==> src/rtl/div7_job_arbiter.sv <==
// div7_job_arbiter: round-robin A/B job arbiter feeding a div-by-7 engine.
// Optional WAIT watchdog enabled by defining DIV7_ARB_TIMEOUT_EN.
module div7_job_arbiter (
  input  logic         Clk,
  input  logic         Reset_n,
  input  logic         Req_A,
  input  logic         Req_B,
  input  logic [127:0] Img_A,
  input  logic [127:0] Img_B,
  input  logic         Ack_A,
  input  logic         Ack_B,
  output logic         Done_A,
  output logic         Done_B,
  output logic         Found,
  output logic [7:0]   Max,
  output logic         Err,
  output logic         Eng_Mem_Wr,
  output logic [3:0]   Eng_Mem_Addr,
  output logic [7:0]   Eng_Mem_Data,
  output logic         Eng_Start,
  output logic         Eng_Ack,
  input  logic         Eng_Done_F,
  input  logic         Eng_Done_NF,
  input  logic [7:0]   Eng_Max,
  output logic         Busy
);

  localparam int S_IDLE  = 0;
  localparam int S_LOAD  = 1;
  localparam int S_START = 2;
  localparam int S_WAIT  = 3;
  localparam int S_RESP  = 4;
  localparam int S_ACK   = 5;

  typedef enum logic [5:0] {
    IDLE  = 6'b000001,
    LOAD  = 6'b000010,
    START = 6'b000100,
    WAIT  = 6'b001000,
    RESP  = 6'b010000,
    ACK   = 6'b100000
  } state_t;

  state_t       state, state_nx;
  logic         gnt_b, gnt_nx;
  logic         ptr_b, ptr_nx;
  logic [3:0]   cnt, cnt_nx;
  logic [7:0]   max_nx;
  logic         found_nx;
  logic         pick_b;
  logic         ack_g;
  logic         eng_done;
  logic [127:0] img;

  // ptr_b high means B holds the round-robin pointer
  assign pick_b   = Req_B & (~Req_A | ptr_b);
  assign ack_g    = gnt_b ? Ack_B : Ack_A;
  assign eng_done = Eng_Done_F | Eng_Done_NF;
  assign img      = gnt_b ? Img_B : Img_A;

`ifdef DIV7_ARB_TIMEOUT_EN
  logic [7:0] wcnt, wcnt_nx;
  logic       err_q, err_nx;
`endif

  always_ff @(posedge Clk or negedge Reset_n) begin
    if (!Reset_n) begin
      state <= IDLE;
      gnt_b <= 1'b0;
      ptr_b <= 1'b0;
      cnt   <= '0;
      Max   <= '0;
      Found <= 1'b0;
    end else begin
      state <= state_nx;
      gnt_b <= gnt_nx;
      ptr_b <= ptr_nx;
      cnt   <= cnt_nx;
      Max   <= max_nx;
      Found <= found_nx;
    end
  end

`ifdef DIV7_ARB_TIMEOUT_EN
  always_ff @(posedge Clk or negedge Reset_n) begin
    if (!Reset_n) begin
      wcnt  <= '0;
      err_q <= 1'b0;
    end else begin
      wcnt  <= wcnt_nx;
      err_q <= err_nx;
    end
  end

  assign Err = err_q;
`else
  assign Err = 1'b0;
`endif

  always_comb begin
    state_nx = state;
    gnt_nx   = gnt_b;
    ptr_nx   = ptr_b;
    cnt_nx   = cnt;
    max_nx   = Max;
    found_nx = Found;
`ifdef DIV7_ARB_TIMEOUT_EN
    wcnt_nx  = wcnt;
    err_nx   = err_q;
`endif
    unique case (1'b1)
      state[S_IDLE]: begin
        if (Req_A || Req_B) begin
          gnt_nx   = pick_b;
          ptr_nx   = ~pick_b;
          cnt_nx   = '0;
          state_nx = LOAD;
        end
      end
      state[S_LOAD]: begin
        cnt_nx = cnt + 4'd1;
        if (cnt == 4'd15) begin
          state_nx = START;
        end
      end
      state[S_START]: begin
`ifdef DIV7_ARB_TIMEOUT_EN
        wcnt_nx  = '0;
`endif
        state_nx = WAIT;
      end
      state[S_WAIT]: begin
        if (eng_done) begin
          max_nx   = Eng_Max;
          found_nx = Eng_Done_F;
          state_nx = RESP;
`ifdef DIV7_ARB_TIMEOUT_EN
        end else if (wcnt == 8'd254) begin
          // 255th idle WAIT cycle: abort with an empty result
          max_nx   = '0;
          found_nx = 1'b0;
          err_nx   = 1'b1;
          state_nx = RESP;
        end else begin
          wcnt_nx  = wcnt + 8'd1;
`endif
        end
      end
      state[S_RESP]: begin
        if (ack_g) begin
          state_nx = ACK;
        end
      end
      state[S_ACK]: begin
`ifdef DIV7_ARB_TIMEOUT_EN
        err_nx   = 1'b0;
`endif
        state_nx = IDLE;
      end
      default: state_nx = IDLE;
    endcase
  end

  assign Busy         = ~state[S_IDLE];
  assign Done_A       = state[S_RESP] & ~gnt_b;
  assign Done_B       = state[S_RESP] & gnt_b;
  assign Eng_Mem_Wr   = state[S_LOAD];
  assign Eng_Mem_Addr = state[S_LOAD] ? cnt : 4'd0;
  assign Eng_Mem_Data = state[S_LOAD] ? img[{cnt, 3'b000} +: 8] : 8'd0;
  assign Eng_Start    = state[S_START];
  assign Eng_Ack      = state[S_ACK];

endmodule

==> config.mk <==
export PLATFORM = sky130hd
export DESIGN_NAME = div7_job_arbiter
export DESIGN_NICKNAME = d
export VERILOG_FILES = /design/src/rtl/div7_job_arbiter.sv
export SDC_FILE = /design/constraint.sdc
export NUM_CORES = 1
export LEC_CHECK = 0
export CORE_AREA = 5 5 112 114
export DETAILED_ROUTE_END_ITERATION = 7
export DIE_AREA = 0 0 117 119
export PLACE_DENSITY = 0.74
export SETUP_SLACK_MARGIN = 0.02
export SLEW_MARGIN = 10
export SYNTH_ARGS = -nofsm -noshare
export SYNTH_HDL_FRONTEND = slang
export SYNTH_SLANG_ARGS = --single-unit
==> constraint.sdc <==
create_clock -name Clk -period 2.9 [get_ports Clk]
set_input_delay 0.58 -clock Clk [delete_from_list [all_inputs] [get_ports Clk]]
set_output_delay 0.58 -clock Clk [all_outputs]
set_load 0.005 [all_outputs]
==> results of run 1 <==
## repair_timing
item                                    CTS  global route
cloned                                    1             0
endpoints found under the setup margin    8             6
setup buffers                             8             0
resized for setup                        39            18
pin swaps                                14             7
## flip-flops by register name, indices dropped and copies added, names as in the netlist
register and cells:
cnt 4, Max 8, ptr_b 1, Found 1
state 6, gnt_b 1
## worst paths after layout
path,start,to,slack [ps],depth (start not counted)
worst max register to register,cnt[1]$_DFFE_PN0P_,state[5]$_DFFE_PN0P_,970,6
worst min register to register,state[2]$_DFF_PN0_,state[0]$_DFF_PN1_,460,1
min in group asynchronous,Reset_n,state[3]$_DFF_PN0_,770,1
worst min-delay path,state[2]$_DFF_PN0_,state[0]$_DFF_PN1_,460,1
max in group asynchronous,Reset_n,Found$_DFFE_PN0P_,1550,2
worst max-delay path,cnt[0]$_DFFE_PN0P_,Eng_Mem_Data[1],40,7
## logic make-up after synthesis
group	Yosys count	share of synthesized area [%]
adders and majority gates	1	0.403
and+or+nand+nor	52	9.00
other	1	0.121
DFF	21	17.0
muxes	106	57.8
AOI/OAI and AO/OA	40	8.68
buffers and inverters	33	7.02
## power by group
group / switching, W / total [W] / internal (W)
logic: 0.00167 / 0.00403 / 0.00236
registers: 0.000170 / 0.000603 / 0.000432
clock network: 0.000106 / 0.000294 / 0.000187
## area by class of cell
| class | instances | area share (%) |
|---|---|---|
| well taps | 143 | 2.74 |
| multi-input cells | 200 | 38.2 |
| repair buffers | 324 | 49.5 |
| flip-flops and latches | 21 | 8.16 |
| inverters | 3 | 0.172 |
| clock buffers | 4 | 1.21 |
## synthesized netlist by cell type
library cell	instances
sky130_fd_sc_hd__nor2_1	5
sky130_fd_sc_hd__mux4_2	56
sky130_fd_sc_hd__buf_6	6
sky130_fd_sc_hd__a31oi_1	2
sky130_fd_sc_hd__nor3b_1	1
sky130_fd_sc_hd__or2b_1	1
sky130_fd_sc_hd__buf_12	1
sky130_fd_sc_hd__o21ai_0	12
sky130_fd_sc_hd__conb_1	1
sky130_fd_sc_hd__and3_1	1
sky130_fd_sc_hd__o22ai_1	8
sky130_fd_sc_hd__dfrtp_1	20
sky130_fd_sc_hd__o22a_1	1
sky130_fd_sc_hd__nand2_1	19
sky130_fd_sc_hd__buf_4	6
sky130_fd_sc_hd__o221ai_1	8
sky130_fd_sc_hd__inv_1	3
sky130_fd_sc_hd__a32o_1	1
sky130_fd_sc_hd__or4_1	1
sky130_fd_sc_hd__buf_1	1
sky130_fd_sc_hd__a21oi_1	2
sky130_fd_sc_hd__mux2i_1	26
sky130_fd_sc_hd__nor2b_1	1
sky130_fd_sc_hd__ha_1	1
sky130_fd_sc_hd__clkbuf_1	8
sky130_fd_sc_hd__buf_2	8
sky130_fd_sc_hd__a21o_1	1
sky130_fd_sc_hd__and4_1	8
sky130_fd_sc_hd__mux2_2	24
sky130_fd_sc_hd__o31ai_1	1
sky130_fd_sc_hd__dfstp_2	1
sky130_fd_sc_hd__nand3_1	10
sky130_fd_sc_hd__or3b_2	1
sky130_fd_sc_hd__a221o_1	1
sky130_fd_sc_hd__a22o_1	2
sky130_fd_sc_hd__o21ai_1	1
sky130_fd_sc_hd__and2_1	4
## worst max-delay path, stage by stage, from the launching register on
cell and delay, ps:
sky130_fd_sc_hd__dfrtp_4 540, sky130_fd_sc_hd__buf_12 160, sky130_fd_sc_hd__buf_4 130, sky130_fd_sc_hd__mux4_2 430
sky130_fd_sc_hd__o22ai_2 180, sky130_fd_sc_hd__o221ai_1 130, sky130_fd_sc_hd__and4_1 190, sky130_fd_sc_hd__clkdlybuf4s15_1 260
## layer usage
metal | track usage, % | wire length, um | vias to the layer above
met4 | 5.95 | 445 | 0
li1 | - | - | 1659
met5 | 0 | 0 | -
met3 | 4.01 | 1160 | 32
met2 | 41.4 | 8700 | 181
met1 | 25.5 | 5710 | 1728
## through the flow
stage               util (%)  worst slack (ps)  instance area (um2)  TNS, ps  cells
floorplan                  -               763                 3100        0    254
global placement        55.3              -351                 6260    -2050    683
detailed placement      55.3              -352                 6260    -2040    683
CTS                     57.6             -82.9                 6520     -155    696
global route            57.7             -15.3                 6530    -15.3    695
finish                  57.7              38.8                 6530        0    695
==> impl_metrics.toml, run 1 <==
[sta]
setup_repair_after_global_routing_missed_its_margin = "true"
report.final.setup_viol = 0
hold_slack_ps = 456
final.min_clock_period_ps = 2860
count_of_endpoints_failing_hold_in_the_final_timing_report = 0
timing.max_slew.rel_slack_pct = 49.8
worst_slew_pin_slew_ps = 751
timing_max_transition_violations_final = 0
skew_ps = 4.21
layout_worst_path_cycle_share_pct = 98.7
maxClockFrequency_mhz = 350

[cts]
htree_levels = 1
worstSkewPairLatency_ps = 260
tritoncts = "built"
clkSinkCount = 21
cts_max_path_buffers = 2
tritoncts.num_buffers = 3
clock-root-buffer = "sky130_fd_sc_hd__clkbuf_16"
clkSlewWorstSetupHoldPaths_ps = 60
post_cts_hold_buffer_count = 0

[global_route]
grt_antenna_before_repair = 0
global_route.overflow_total = 0
grt_pass1_wl_um = 23300
grt_pass1_vias = 4042
grt_use_total_pct = 22.2
grt_start_max_net_pins = 29

[placement]
number_of_input_and_output_port_buffers_inserted = 298
place.gp.congestion = 0.933
detailed_place_hpwl_um = 13700

[final_layout]
fraction_of_final_layout_cells_sized_beyond_drive_strength_1_pct = 25.7
design.final.nets = 826
fillerInstances = 958
mostFrequentLayoutCell = "sky130_fd_sc_hd__clkdlybuf4s50_1"
diodes = 0
final_cell_mix = "sky130_fd_sc_hd__clkdlybuf4s50_1 (289), sky130_fd_sc_hd__mux4_2 (56), sky130_fd_sc_hd__mux2_2 (24)"
sequential_cell_area_in_the_final_layout_um2 = 533
synthToLayoutAreaGrowth_pct = 111
footprint_of_the_multi_input_gates_um2 = 2490

[setup_path]
req_time_crit_path_ps = 2320
path_class = "register to primary output"
critPathCaptureType = "primary output"
worstSetupStartpointType = "register"
cp_data_arrival_time_ps = 2280
path_max_fanout = 6

[min_path]
min-delay-path-class = "register to register"

[yosys]
post-synth-top-area-cell = "sky130_fd_sc_hd__mux4_2"
syn_inst = 254
postSynthNetCount = 527
proportion_of_synthesized_chip_area_in_sequential_cells_pct = 17.0
yosys.area.top_type_share_pct = 40.7
post_synth.cell_area_avg_um2 = 12.2
synth.distinct_cells = 37
ys.warnings.count = 0
syn_area_um2 = 3100
synth.area.top_cells = "sky130_fd_sc_hd__mux4_2 (41%), sky130_fd_sc_hd__dfrtp_1 (16%), sky130_fd_sc_hd__mux2_2 (8.7%)"
synth.ff_latch_count = 21

[floorplanning]
start_util_pct = 27.4
core_area_um2 = 11300
die_height_um = 119
floorplan.rows = 39
die_width_um = 117
die_area_um2 = 13900
i_o_pin_count = 300

[pwr]
vdd_drop_max_mv = 0.427
report.power.total_w = 0.00492
power_leakage_nw = 2.46
p_per_area_nw_per_um2 = 754

[detailed_routing]
drt_wl_total_um = 16000
drtAntennaViolNets = 0
detailedRoute.firstIterationViolations = 222
firstDrtPassIters = 4
routed_via_density = 5.18
routed-via-count = 3600
routed_wire_length_per_instance_um = 23.1
detail_route.drc_violations = 0

[outcome]
status = "finished, final reports clean"

[flow_run]
max_cap_viols = 0
Note: power is estimated with default switching activity, not from simulation.
==> run 2, diff against run 1 <==
- CORE_AREA: 5 5 112 114 -> 3 3 114 116
- PLACE_DENSITY: 0.74 -> 0.69
- clock period: 2.9 -> 2.8 ns (I/O delays scaled with it)
==> impl_metrics.toml, run 2 (synthesis gave the netlist of run 1 again) <==
[floorplanning]
die_area_um2 = 13900
start_util_pct = 25.8
i_o_pin_count = 300
die_height_um = 119
core_area_um2 = 12000
die_width_um = 117
floorplan.rows = 40

[pwr]
power_leakage_nw = 2.49
p_per_area_nw_per_um2 = 794
vdd_drop_max_mv = 0.299
report.power.total_w = 0.00528

[sta]
report.final.setup_viol = 0
timing.max_slew.rel_slack_pct = 36.6
layout_worst_path_cycle_share_pct = 98.0
final.min_clock_period_ps = 2740
worst_slew_pin_slew_ps = 948
skew_ps = 5.41
setup_repair_after_global_routing_missed_its_margin = "true"
timing_max_transition_violations_final = 0
count_of_endpoints_failing_hold_in_the_final_timing_report = 0
maxClockFrequency_mhz = 365

[final_layout]
registers_with_the_most_flip_flops = "Max: 8 flops, state: 6 flops, cnt: 4 flops"
sequential_cell_area_in_the_final_layout_um2 = 533
largest_register_ffs = 8
register_bank_with_the_most_flops = "Max"
stdcell_count = 707
fraction_of_final_layout_cells_sized_beyond_drive_strength_1_pct = 27.5
mostFrequentLayoutCell = "sky130_fd_sc_hd__clkdlybuf4s50_1"
fillerInstances = 1043
final_cell_mix = "sky130_fd_sc_hd__clkdlybuf4s50_1 (290), sky130_fd_sc_hd__mux4_2 (56), sky130_fd_sc_hd__mux2_2 (24)"
footprint_of_the_multi_input_gates_um2 = 2530
synthToLayoutAreaGrowth_pct = 114
design.final.nets = 833

[setup_path]
path_max_fanout = 5
path_class = "register to primary output"
slowest_delay_ps = 530
cpMostUsedCell = "sky130_fd_sc_hd__buf_6"
req_time_crit_path_ps = 2240
critPathCaptureType = "primary output"
cp_data_arrival_time_ps = 2180
worstSetupStartpointType = "register"
slowest_cell_on_crit_path = "sky130_fd_sc_hd__dfrtp_4"
crit_path_cell_trace = "buf_6 -> buf_6 -> mux4_2 -> o22ai_4 -> o221ai_2 -> and4_1 -> buf_2"

[detailed_routing]
firstDrtPassIters = 4
routed_wire_length_per_instance_um = 21.8
detailedRoute.firstIterationViolations = 148
drt_wl_total_um = 15400
detail_route.drc_violations = 0
routed_via_density = 5.07
drtAntennaViolNets = 0
routed-via-count = 3583

[placement]
detailed_place_hpwl_um = 13200
place.gp.congestion = 0.898
dpl.cell_count = 693
number_of_input_and_output_port_buffers_inserted = 298

[cts]
clock-root-buffer = "sky130_fd_sc_hd__clkbuf_16"
post_cts_hold_buffer_count = 0
tritoncts.num_buffers = 3
cts_max_path_buffers = 2
worstSkewPairLatency_ps = 250
clkSinkCount = 21
clkSlewWorstSetupHoldPaths_ps = 60
htree_levels = 1
tritoncts = "built"

[global_route]
grt_use_total_pct = 21.8
grt_antenna_before_repair = 1
global_route.overflow_total = 0
grt_pass1_vias = 4101
grt_start_max_net_pins = 27
grt_pass1_wl_um = 23000

[min_path]
min-delay-path-class = "register to register"

[flow_run]
max_cap_viols = 0

[outcome]
status = "finished, final reports clean"
## run 2: changes by cell type in the layout (fill, tap and decap cells not counted), sizes merged
cell           change
clkinv             +1
diode              +1
clkdlybuf4s50      +1
clkbuf             -3
clkdlybuf4s15      -1
dlymetal6s2s       -1
buf               +10
## run 2: cell type report
type / instances / share of cell area (%)
clock buffers: 3 / 1.13
multi-input cells: 200 / 38.1
repair buffers: 331 / 49.7
diodes: 1 / 0.0377
clock inverters: 1 / 0.0753
flip-flops and latches: 21 / 8.02
well taps: 147 / 2.77
inverters: 3 / 0.169
## run 2: worst max-delay path: cells and delay by family, from the launching register on
kind / cells / cell delay (ps)
buf+inv: 3 / 390
flops: 1 / 530
mux: 1 / 450
simple gates: 1 / 200
compound gates: 2 / 360
## run 2: where the power goes
group	internal (W)	switching, W
combinational	0.00256	0.00180
clock	0.000192	0.000108
sequential	0.000448	0.000171
## run 2: path summary, 6_finish.rpt
path,from,end,slack [ps],depth (start not counted)
setup reg to reg,cnt[0]$_DFFE_PN0P_,state[5]$_DFFE_PN0P_,890,7
setup / recovery,cnt[0]$_DFFE_PN0P_,Eng_Mem_Data[2],60,7
max in group asynchronous,Reset_n,cnt[0]$_DFFE_PN0P_,1280,1
hold reg to reg,Found$_DFFE_PN0P_,Found$_DFFE_PN0P_,480,2
hold / removal,Found$_DFFE_PN0P_,Found$_DFFE_PN0P_,480,2
min in group asynchronous,Reset_n,cnt[2]$_DFFE_PN0P_,840,1
## run 2: timing repair
item / CTS / global route
endpoints found under the hold margin: 0 / 0
resized for setup: 63 / 10
gates cloned: 1 / 1
setup endpoints to repair: 8 / 8
pin swaps: 15 / 10
buffers inserted: 7 / 2
## run 2: per-stage QoR
stage          instance area (um2)  hold slack [ps]  utilization (%)  TNS (ps)  setup WS [ps]
4_1_cts                       6620              488             55.1     -22.4          -22.4
6_report                      6650              484             55.3         0           57.1
3_5_place_dp                  6310              474             52.5     -2620           -398
2_1_floorplan                 3100              264                -         0            683
5_1_grt                       6650              501             55.3         0           6.41
3_3_place_gp                  6310              454             52.5     -2630           -415
## run 2: layer usage
metal	GRT usage (%)	share of wire, %
met3	3.71	5.9
met1	26.3	38
met5	0	0
met2	39.8	55
met4	4.66	1.7
==> run 3, diff against run 2 <==
- ABC_AREA: default -> 1
- CORE_AREA: 3 3 114 116 -> 3 3 117 119
- DIE_AREA: 0 0 117 119 -> 0 0 120 122
- PLACE_DENSITY: 0.69 -> 0.77
- SLEW_MARGIN: 10 -> 20
==> impl_metrics.toml, run 3 <==
[yosys]
synth-main-ff-cell = "sky130_fd_sc_hd__dfrtp_1"
syn_area_um2 = 4400
syn_inst = 941
postSynthNetCount = 1214
post_synth.cell_area_avg_um2 = 4.67
synth.distinct_cells = 27
ys.warnings.count = 0
yosys.area.top_type_share_pct = 38.8
asyncSetResetFlopFracSynth_pct = 100
synth_enable_flop_cells = 0
post-synth-top-area-cell = "sky130_fd_sc_hd__nand2_1"
post-synth-top-count-cell = "sky130_fd_sc_hd__nand2_1"
synth.area.top_cells = "sky130_fd_sc_hd__nand2_1 (39%), sky130_fd_sc_hd__inv_1 (18%), sky130_fd_sc_hd__nand3_1 (17%)"
synth.top_cells.by_count = "sky130_fd_sc_hd__nand2_1 (455), sky130_fd_sc_hd__inv_1 (212), sky130_fd_sc_hd__nand3_1 (151), sky130_fd_sc_hd__buf_2 (25), sky130_fd_sc_hd__dfrtp_1 (20)"
proportion_of_synthesized_chip_area_in_sequential_cells_pct = 12.0
synth.ff_latch_count = 21

[sta]
hold_slack_ps = 473
setup_repair_after_global_routing_missed_its_margin = "false"
timing_max_transition_violations_final = 0
count_of_endpoints_failing_hold_in_the_final_timing_report = 0
final.min_clock_period_ps = 2630
setup-tns-final_ps = 0
report.final.setup_viol = 0
layout_worst_path_cycle_share_pct = 93.9
skew_ps = 1.29
maxClockFrequency_mhz = 380
worst_slew_pin_slew_ps = 700
timing.max_slew.rel_slack_pct = 53.2

[cts]
cts_max_path_buffers = 2
clock-root-buffer = "sky130_fd_sc_hd__clkbuf_16"
htree_levels = 1
clkSinkCount = 21
tritoncts.num_buffers = 3
tritoncts = "built"
clkSlewWorstSetupHoldPaths_ps = 60
post_cts_hold_buffer_count = 0
worstSkewPairLatency_ps = 250

[final_layout]
mostFrequentLayoutCell = "sky130_fd_sc_hd__nand2_1"
register_bank_with_the_most_flops = "Max"
final_cell_mix = "sky130_fd_sc_hd__nand2_1 (455), sky130_fd_sc_hd__clkdlybuf4s50_1 (290), sky130_fd_sc_hd__inv_1 (212)"
diodes = 0
registers_with_the_most_flip_flops = "Max: 8 flops, state: 6 flops, cnt: 4 flops"
largest_register_ffs = 8
fillerInstances = 1293
synthToLayoutAreaGrowth_pct = 75.2
design.final.nets = 1485
sequential_cell_area_in_the_final_layout_um2 = 532
fraction_of_final_layout_cells_sized_beyond_drive_strength_1_pct = 4.46
footprint_of_the_multi_input_gates_um2 = 2710

[floorplanning]
core_area_um2 = 12700
floorplan.rows = 41
start_util_pct = 34.7
die_area_um2 = 14600
die_height_um = 122
die_width_um = 120
i_o_pin_count = 300

[detailed_routing]
detailedRoute.firstIterationViolations = 405
drtAntennaViolNets = 0
routed_wire_length_per_instance_um = 13.6
firstDrtPassIters = 5
routed-via-count = 6135
drt_wl_total_um = 18800
detail_route.drc_violations = 0
routed_via_density = 4.44

[setup_path]
path_max_fanout = 41
critical_path.startpoint = "gnt_b$_DFFE_PN0P_"
cp_data_arrival_time_ps = 2070
req_time_crit_path_ps = 2240
worst-r2r-setup-slack_ps = 1290
cpMostUsedCell = "sky130_fd_sc_hd__nand2_1"
slowest_delay_ps = 530
reg2reg_to = "state[5]$_DFFE_PN0P_"
crit_path_cell_trace = "buf_4 -> buf_12 -> nand2_1 -> nand3_1 -> nand2_1 -> nand2_1 -> nand2_1 -> inv_2 -> nand2_1 -> nand2_1 -> nand2_1 -> dlygate4sd2_1"
path_class = "register to primary output"
worstSetupStartpointType = "register"
slowest_cell_on_crit_path = "sky130_fd_sc_hd__dfrtp_4"
worstRegToRegCells = 6
critPathCaptureType = "primary output"
worstReg2RegStart = "cnt[0]$_DFFE_PN0P_"

[pwr]
power_leakage_nw = 4.42
p_per_area_nw_per_um2 = 743
vdd_drop_max_mv = 0.593

[placement]
place.gp.congestion = 0.882
detailed_place_hpwl_um = 14700
number_of_input_and_output_port_buffers_inserted = 298

[min_path]
hold_path_startpoint = "state[2]$_DFF_PN0_"
hold-path-endpoint = "state[0]$_DFF_PN1_"
min_delay_path_depth = 1
min-delay-path-class = "register to register"

[flow_run]
max_cap_viols = 0

[outcome]
status = "finished, final reports clean"

[global_route]
global_route.overflow_total = 0
grt_antenna_before_repair = 0
grt_start_max_net_pins = 51
grt_use_total_pct = 24.2
grt_pass1_vias = 5737
grt_pass1_wl_um = 28900
run 3: changes by cell type in the layout (fill, tap and decap cells not counted), sizes merged, moves of 8 or more:
cell	before	now
mux2i	26	0
buf	40	19
mux2	24	8
and4	8	0
mux4	56	0
o22ai	8	0
inv	3	228
o221ai	8	0
nand2	19	456
nand3	10	151
run 3: routing by layer:
layer | track usage, % | share of wire (%)
met5 | 0 | 0
met4 | 5.44 | 1.9
met3 | 4.69 | 6.5
met2 | 43.6 | 50
met1 | 29.9 | 42
run 3: logic make-up after synthesis:
kind of cell	count (synthesis)	share of synthesized area, %
and+or+nand+nor	612	56.8
buffers and inverters	281	26.4
DFF	21	12.0
AOI/OAI and AO/OA	15	2.05
muxes	8	2.05
xor gates and xnor gates	2	0.398
adders and majority gates	1	0.284
other	1	0.0853
run 3: worst max path at each step:
stage / to / slack (ps) / cells after the start
6_report: Eng_Mem_Data[1] / 170 / 12
3_3_place_gp: Eng_Mem_Data[1] / -40 / 12
4_1_cts: Eng_Mem_Data[1] / 140 / 12
2_1_floorplan: Eng_Mem_Data[6] / 980 / 8
3_5_place_dp: Eng_Mem_Data[1] / -30 / 12
5_1_grt: Eng_Mem_Data[2] / 20 / 13
run 3: area by class of cell:
type / instances / share of cell area, %
multi-input cells: 639 / 35.2
inverters: 229 / 11.3
repair buffers: 318 / 42.8
well taps: 172 / 2.79
clock buffers: 3 / 0.974
clock inverters: 1 / 0.0650
flip-flops and latches: 21 / 6.90
run 3: worst max-delay path: cells and delay by family, from the launching register on:
family | cells | cell delay (ps)
and+or+nand+nor | 8 | 620
buffers and inverters | 4 | 640
DFF | 1 | 530
run 3: power breakdown:
part | internal, W | switching (W) | total (W)
Combinational | 0.00211 | 0.00275 | 0.00486
Clock | 0.000192 | 0.000112 | 0.000304
Sequential | 0.000439 | 0.000125 | 0.000564
Total | 0.00274 | 0.00299 | 0.00573
run 3: stage by stage:
step	worst slack [ps]	power, W	util (%)	cells	instance area (um2)
6_report	171	0.00573	60.8	1383	7700
5_1_grt	21.8	0.00636	60.8	1383	7700
4_1_cts	138	0.00577	60.8	1383	7710
3_5_place_dp	-32.9	0.00532	59.3	1374	7510
3_3_place_gp	-37.5	0.00530	59.3	1374	7510
2_1_floorplan	977	0.00348	-	941	4400
run 3: what timing repair did:
action                                  4_1_cts  5_1_grt
buffers inserted                              2        0
pin swaps                                     1        0
gates resized for setup                      16        2
gates cloned                                  3        0
endpoints found under the setup margin        8        1
